## src/rtl/serial_paralelo_sync.sv

```systemverilog
// serial_paralelo_sync -- serial-to-parallel converter with comma alignment.
//
// Shifts a serial bit stream (MSB of each word first) into a WIDTH-bit
// register, hunts for the COMMA symbol, confirms word alignment with
// LOCK_COUNT consecutive commas, then emits every non-comma word on
// data_out with a one-cycle valid_out pulse.
//
// Optional feature macro: SP_LOSS_DET_EN
//   defined   : while locked, more than LOSS_WORDS consecutive non-comma
//               words drop the link back to SEARCH.
//   undefined : lock is sticky until reset; no gap counter exists.
//
// Ports:
//   clk_32f    in   bit clock, all logic on rising edge
//   reset_L    in   synchronous active-low reset
//   data_in    in   serial data
//   data_out   out  [WIDTH-1:0] last received data word (registered)
//   valid_out  out  one-cycle pulse when data_out takes a new word
//   active     out  high while LOCKED
//   sync_state out  [1:0] 0 SEARCH, 1 ALIGN, 2 LOCKED
module serial_paralelo_sync #(
  parameter int               WIDTH      = 8,
  parameter logic [WIDTH-1:0] COMMA      = WIDTH'('hBC),
  parameter int               LOCK_COUNT = 4,
  parameter int               LOSS_WORDS = 4
) (
  input  logic             clk_32f,
  input  logic             reset_L,
  input  logic             data_in,
  output logic [WIDTH-1:0] data_out,
  output logic             valid_out,
  output logic             active,
  output logic [1:0]       sync_state
);

  localparam int BW = $clog2(WIDTH);
  localparam int CW = $clog2(LOCK_COUNT + 1);

  localparam bit PARAMS_OK = (WIDTH >= 4) && (WIDTH <= 32) &&
                             (LOCK_COUNT >= 1) && (LOCK_COUNT <= 15) &&
                             (LOSS_WORDS >= 1) && (LOSS_WORDS <= 255);

  if (!PARAMS_OK) begin : g_param_check
    $error("serial_paralelo_sync: parameter out of legal range");
  end

  typedef enum logic [1:0] {
    SEARCH = 2'd0,
    ALIGN  = 2'd1,
    LOCKED = 2'd2
  } state_t;

  state_t           state;
  logic [WIDTH-1:0] sr;
  logic [WIDTH-1:0] sr_next;
  logic [BW-1:0]    bcnt;
  logic [BW-1:0]    bcnt_inc;
  logic [CW-1:0]    comma_cnt;
  logic             boundary;
  logic             is_comma;

`ifdef SP_LOSS_DET_EN
  localparam int GW = $clog2(LOSS_WORDS + 1);
  logic [GW-1:0]    gap;
`endif

  assign sr_next    = {sr[WIDTH-2:0], data_in};
  assign is_comma   = (sr_next == COMMA);
  // The word's last bit is being sampled on this edge.
  assign boundary   = (bcnt == BW'(WIDTH - 1));
  assign bcnt_inc   = boundary ? '0 : bcnt + BW'(1);
  assign sync_state = state;

  always_ff @(posedge clk_32f) begin
    if (!reset_L) begin
      state     <= SEARCH;
      sr        <= '0;
      bcnt      <= '0;
      comma_cnt <= '0;
      data_out  <= '0;
      valid_out <= 1'b0;
      active    <= 1'b0;
`ifdef SP_LOSS_DET_EN
      gap       <= '0;
`endif
    end else begin
      sr        <= sr_next;
      valid_out <= 1'b0;
      case (state)
        SEARCH: begin
          // sr_next slides one bit per cycle, so testing it every cycle
          // covers every bit offset of the incoming stream.
          if (is_comma) begin
            bcnt <= '0;  // comma ends here; next word ends WIDTH cycles on
            if (LOCK_COUNT == 1) begin
              state     <= LOCKED;
              active    <= 1'b1;
              comma_cnt <= CW'(1);
            end else begin
              state     <= ALIGN;
              comma_cnt <= CW'(1);
            end
          end
        end

        ALIGN: begin
          bcnt <= bcnt_inc;
          if (boundary) begin
            if (is_comma) begin
              comma_cnt <= comma_cnt + CW'(1);
              if (comma_cnt == CW'(LOCK_COUNT - 1)) begin
                state  <= LOCKED;
                active <= 1'b1;
              end
            end else begin
              state     <= SEARCH;
              comma_cnt <= '0;
            end
          end
        end

        LOCKED: begin
          bcnt <= bcnt_inc;
          if (boundary) begin
            if (is_comma) begin
`ifdef SP_LOSS_DET_EN
              gap <= '0;
`endif
            end else begin
`ifdef SP_LOSS_DET_EN
              // One non-comma word too many: drop it and re-hunt.
              if (gap == GW'(LOSS_WORDS)) begin
                state     <= SEARCH;
                active    <= 1'b0;
                gap       <= '0;
                comma_cnt <= '0;
                bcnt      <= '0;
              end else begin
                gap       <= gap + GW'(1);
                data_out  <= sr_next;
                valid_out <= 1'b1;
              end
`else
              data_out  <= sr_next;
              valid_out <= 1'b1;
`endif
            end
          end
        end

        default: begin
          state     <= SEARCH;
          active    <= 1'b0;
          comma_cnt <= '0;
          bcnt      <= '0;
        end
      endcase
    end
  end

endmodule

```

## config.mk

```make
export PLATFORM = sky130hd
export DESIGN_NAME = serial_paralelo_sync
export DESIGN_NICKNAME = d
export VERILOG_FILES = /design/src/rtl/serial_paralelo_sync.sv
export SDC_FILE = /design/constraint.sdc
export NUM_CORES = 1
export LEC_CHECK = 0
export CORE_ASPECT_RATIO = 0.8
export CORE_MARGIN = 10
export CORE_UTILIZATION = 37
export CTS_CLUSTER_DIAMETER = 200
export DETAILED_ROUTE_END_ITERATION = 8
export PLACE_DENSITY_LB_ADDON = 0.3
export SLEW_MARGIN = 10
export SYNTH_ARGS = -nofsm -noshare
export SYNTH_HDL_FRONTEND = slang
export SYNTH_SLANG_ARGS = --single-unit
```

## constraint.sdc

```tcl
create_clock -name clk_32f -period 1.3 [get_ports clk_32f]
set_input_delay 0.13 -clock clk_32f [delete_from_list [all_inputs] [get_ports clk_32f]]
set_output_delay 0.13 -clock clk_32f [all_outputs]
set_load 0.005 [all_outputs]
```

* Word-level counts from Yosys, hierarchy flattened *
Index checks and enable logic that the tools add are counted.

storage, ports and cells
  register bits after elaboration = 25
  bits in latches = 0
  memory bits (writable) = 0
  memory bits (read-only) = 0
  input port bits = 3
  output and inout bits = 12
  logic and storage cells = 47
  memories kept = 0

operators by class
  add/subtract/negate cells = 2
  $mul = 0
  divide/modulo/power cells = 0
  order comparisons = 0
  equal/unequal tests = 10
  shifts and indexed selects = 0
  mux-type cells = 17
  bitwise gates (word level) = 3
  reduce and logical (&&, ||, !) cells = 8

operators by type and width
  operator                                                          number
  3-bit 2-to-1 mux                                                  5
  3-bit case mux with 3 select lines                                1
  3-bit AND reduction                                               3
  8-bit == test (second input constant)                             1
  2-bit 2-to-1 mux                                                  4
  2-bit != test (second input constant)                             4
  4-bit AND reduction                                               2
  3-bit by 1-bit adder with 3-bit output (second input constant)    2
  2-bit case mux with 3 select lines                                1
  3-bit case mux with 2 select lines                                1
  1-bit 2-to-1 mux                                                  4
  2-bit OR reduction                                                2
  3-bit by 2-bit == test with 1-bit output (second input constant)  1
  3-bit == test (second input constant)                             1
  3-bit != test (second input constant)                             1
  1-bit inverter                                                    3
  2-bit by 1-bit == test with 1-bit output (second input constant)  1
  2-bit == test (second input constant)                             1
  2-bit zero test                                                   1
  1-bit case mux with 2 select lines                                1

* Longest topological paths before layout *
  word-level depth = 5
  gate-level depth with buffers = 6
  depth with buffers taken out = 6

* Worst setup path after synthesis *
No wires, ideal clock.

  path kind = reg2reg
  from = register bcnt[0]
  to = register state[1], in the netlist sync_state[1]
  data arrival time = 1.310 ns
  required time = 1.197 ns
  setup slack = -0.113 ns
  stages on the path, launching flop included = 7
  period minus slack after synthesis = 1.413 ns
  cells stage by stage = dfxtp_1 ha_1 ha_1 inv_2 a21oi_2 a31oi_1 a2111oi_2

between the ends
  word-level cells in the longest chain between the ends = 3

RTL lines
  item                           RTL line  RTL
  start: declaration             56        logic [BW-1:0] bcnt;
  start signal: assignment       107       bcnt <= bcnt_inc;
  start signal: assignment       123       bcnt <= bcnt_inc;
  3-bit == test                  70        assign boundary = (bcnt == BW'(WIDTH - 1));
  2-bit != test (no line)        -
  4-bit AND reduction (no line)  -
  end signal: assignment         76        state <= SEARCH;
  end signal: assignment         96        state <= LOCKED;
  end signal: assignment         100       state <= ALIGN;
  end: declaration               53        state_t state;

No other way between the ends.
A chain may end at the register's enable or synchronous reset.

* Worst setup path in the final report *
  from = register bcnt[0]
  to = register comma_cnt[2]

between the ends
  word-level cells in the longest chain between the ends = 3

RTL lines
  item                           RTL line  RTL
  3-bit == test                  70
  2-bit != test (no line)        -
  3-bit AND reduction (no line)  -
  end signal: assignment         110       comma_cnt <= comma_cnt + CW'(1);
  end: declaration               58        logic [CW-1:0] comma_cnt;

No other way between the ends.

==> results.json <==
{
  "outcome": "complete, but fails checks",
  "failed_checks": "setup timing",
  "track_usage_pct": 10.1,
  "critical_path.top_delay_family": "flip-flops",
  "drv_slew": 0,
  "via_per_inst": 5.01,
  "switching_power_w": 0.000253,
  "routed_wl_mm": 2.54,
  "clockRootBuffer": "clkbuf_4",
  "synth_top_area_share_pct": 46.7,
  "critPathSlowestCell": "dfxtp_2",
  "combPwrFrac_pct": 3.2,
  "maxCapViolCount": 0,
  "synth_cells": 103,
  "rsz0062_at_grt": "yes",
  "dieArea_um2": 5460,
  "cts_sinks": 25,
  "tightest_slew_ps": 363,
  "htreeDepth": 1,
  "portBuffers": 14,
  "grt_antenna_before_repair": 0,
  "crit_chain": "ha_4, ha_4, inv_4, a21oi_4, buf_4, buf_4, nand2_2, a31o_1",
  "dr.pass1.iters": 4,
  "powerDensity_nw_per_um2": 706,
  "final_core_util_pct": 59.4,
  "fin_skew_ps": 5.42,
  "postRouteAntennaNets": 0,
  "synth_area_um2": 1070,
  "start_util_pct": 38.8,
  "ys_top_cells_by_area": "dfxtp_1, mux2i_1, ha_1",
  "fp-row-count": 17,
  "required_ps": 1530,
  "seq_area_frac_synth_pct": 46.7,
  "min_period_over_period_pct": 115,
  "place_congestion": 0.823,
  "vias": 936,
  "finalWorstSetupSlack_ps": -198,
  "dp.cells": 171,
  "ys_types": 32,
  "drive_gt1_share_pct": 47.7,
  "sw_frac_of_total_pct": 21.8,
  "post-dp-hpwl_mm": 1.85,
  "grt_pass1_wl_mm": 4.42,
  "async_flop_share_pct": 0,
  "fin_cells": 187,
  "cp_max_fo": 4,
  "core_um2": 2770,
  "r2r_slack_ps": -200,
  "detailedPlace.worstSlack_ps": -298,
  "fin_hold_ws_ps": 413,
  "clk-insertion-delay-late_ps": 320,
  "hold_viol": 0,
  "cp-start-kind": "flop",
  "synth-edff-count": 0,
  "ir_drop_v": 0.000476,
  "min_path_cells": 2,
  "drcViolationCount": 0,
  "period_minus_slack_ps": 1500,
  "syn_nets": 113,
  "synth_largest_area_cell": "dfxtp_1",
  "reg2reg_from": "bcnt[0]$_SDFFE_PN0N_",
  "arrival_ps": 1730,
  "timing.rr.end": "comma_cnt[2]$_SDFFE_PN0P_",
  "end_kind": "flop",
  "relSlewSlack_pct": 75.8,
  "avgSynthCellArea_um2": 10.4,
  "power.internal_w": 0.000905,
  "first_iter_violations": 88,
  "cts_hold_buf": 0,
  "diodes": 0,
  "min_to": "sr[0]$_SDFF_PN0_",
  "cts_tree": "built",
  "hold_class": "in -> reg",
  "die_h_um": 68.2,
  "synth_seq_cells": 25,
  "hp-start": "data_in",
  "yosysWarnings": 0,
  "slowest_delay_ps": 380,
  "seq_power_share_pct": 66.8,
  "finalPower_w": 0.00116,
  "clkPwrFrac_pct": 30.0,
  "ys.flop_type": "dfxtp_1",
  "numCtsBuffers": 3,
  "grt_pass1_vias": 963,
  "clock_tree.buffer_depth": 2,
  "die_x_um": 80.2,
  "globalRoute.totalOverflow": 0,
  "leakage_nw": 0.725,
  "criticalPathCategory": "reg -> reg",
  "setup_viol": 15,
  "path_buf_inv": 3,
  "grt_max_degree": 15,
  "final_nets": 160,
  "fmax_mhz": 668,
  "synthToLayoutAreaGrowth_pct": 53.1,
  "clk_pin_slew_ps": 140,
  "wl_per_cell_um": 13.6,
  "r2r_cells": 8,
  "ioPinCount": 15
}
[per-stage QoR]
stage	area [um^2]	setup TNS [ps]
floorplan	1140	-51.4
global placement	1500	-3520
detailed placement	1500	-3850
CTS	1580	-1080
global route	1640	-2460
finish	1640	-1370
[synthesized netlist by cell type (2+ instances only)]
library cell / count
nand3_1: 4
inv_1: 6
dfxtp_1: 25
nand2_1: 4
mux2i_1: 10
a311oi_1: 2
a31oi_1: 2
and2_1: 6
a21oi_1: 3
nor2_1: 12
clkbuf_1: 2
ha_1: 7
[state kept, by name, indices dropped and copies added, names as in the netlist]
name and count:
bcnt 3, data_out 8, sr 7, active 1
valid_out 1, sync_state 2, comma_cnt 3
[power groups by stage]
| stage | clock network (W) | registers, W | logic, W |
|---|---|---|---|
| 2_1_floorplan | 0 | 0.000790 | 0.0000139 |
| 4_1_cts | 0.000360 | 0.000773 | 0.0000376 |
| 5_1_grt | 0.000402 | 0.000774 | 0.0000403 |
| 6_report | 0.000348 | 0.000773 | 0.0000373 |
| 3_5_place_dp | 0 | 0.000791 | 0.0000373 |
| 3_3_place_gp | 0 | 0.000791 | 0.0000369 |
[cell families (layout without fill, tap and decap cells)]
family | Yosys count | in the layout | synth area share, %
AOI/OAI and AO/OA | 15 | 15 | 12.7
adders and majority gates | 7 | 7 | 8.17
buffers and inverters | 9 | 55 | 3.15
DFF | 25 | 25 | 46.7
muxes | 10 | 10 | 9.34
and+or+nand+nor | 37 | 37 | 20.0
[cell type report]
cell class	count	area, um^2
Sequential cell	25	515
Clock buffer	3	22.5
Timing Repair Buffer	44	392
Tap cell	38	47.5
Multi-Input combinational cell	69	631
Inverter	7	28.8
Fill cell	254	1120
Clock inverter	1	5.00
[cell usage in the layout (no fill, tap or decap), drive strengths merged, types with 2 or more instances in the layout]
| master | Yosys | final |
|---|---|---|
| buf | 0 | 30 |
| dfxtp | 25 | 25 |
| nor2 | 12 | 12 |
| dlygate4sd2 | 0 | 11 |
| mux2i | 10 | 10 |
| and2 | 8 | 8 |
| ha | 7 | 7 |
| inv | 7 | 7 |
| a21oi | 5 | 5 |
| nand3 | 4 | 4 |
| nand2 | 4 | 4 |
| clkbuf | 2 | 3 |
| a311oi | 2 | 2 |
| clkdlybuf4s50 | 0 | 2 |
| a21o | 2 | 2 |
| a31oi | 2 | 2 |
| nor3 | 2 | 2 |
[timing repair]
| action | 4_1_cts | 5_1_grt |
|---|---|---|
| hold endpoints to repair | 0 | 0 |
| cloned | 0 | 0 |
| gates resized for setup | 24 | 3 |
| pin swaps | 10 | 6 |
| endpoints found under the setup margin | 25 | 18 |
| setup buffers | 6 | 6 |
[layer usage]
layer	part of all wire (%)	global-route usage, %
met2	48	17.1
met1	44	11.7
met4	0.94	2.63
met5	0	0
met3	7.1	3.93
[worst max-delay path by stage]
stage,start,end,slack (ps),cells past startpoint
finish,bcnt[0]$_SDFFE_PN0N_,comma_cnt[2]$_SDFFE_PN0P_,-200,8
global route,bcnt[0]$_SDFFE_PN0N_,sync_state[1]$_SDFFE_PN0P_,-280,6
CTS,bcnt[1]$_SDFFE_PN0N_,sync_state[1]$_SDFFE_PN0P_,-130,6
detailed placement,data_in,sync_state[1]$_SDFFE_PN0P_,-300,5
global placement,data_in,sync_state[1]$_SDFFE_PN0P_,-270,5
floorplan,bcnt[1]$_SDFFE_PN0N_,data_out[0]$_SDFFE_PN0P_,-6,6
(Power assumes the default switching activity.)
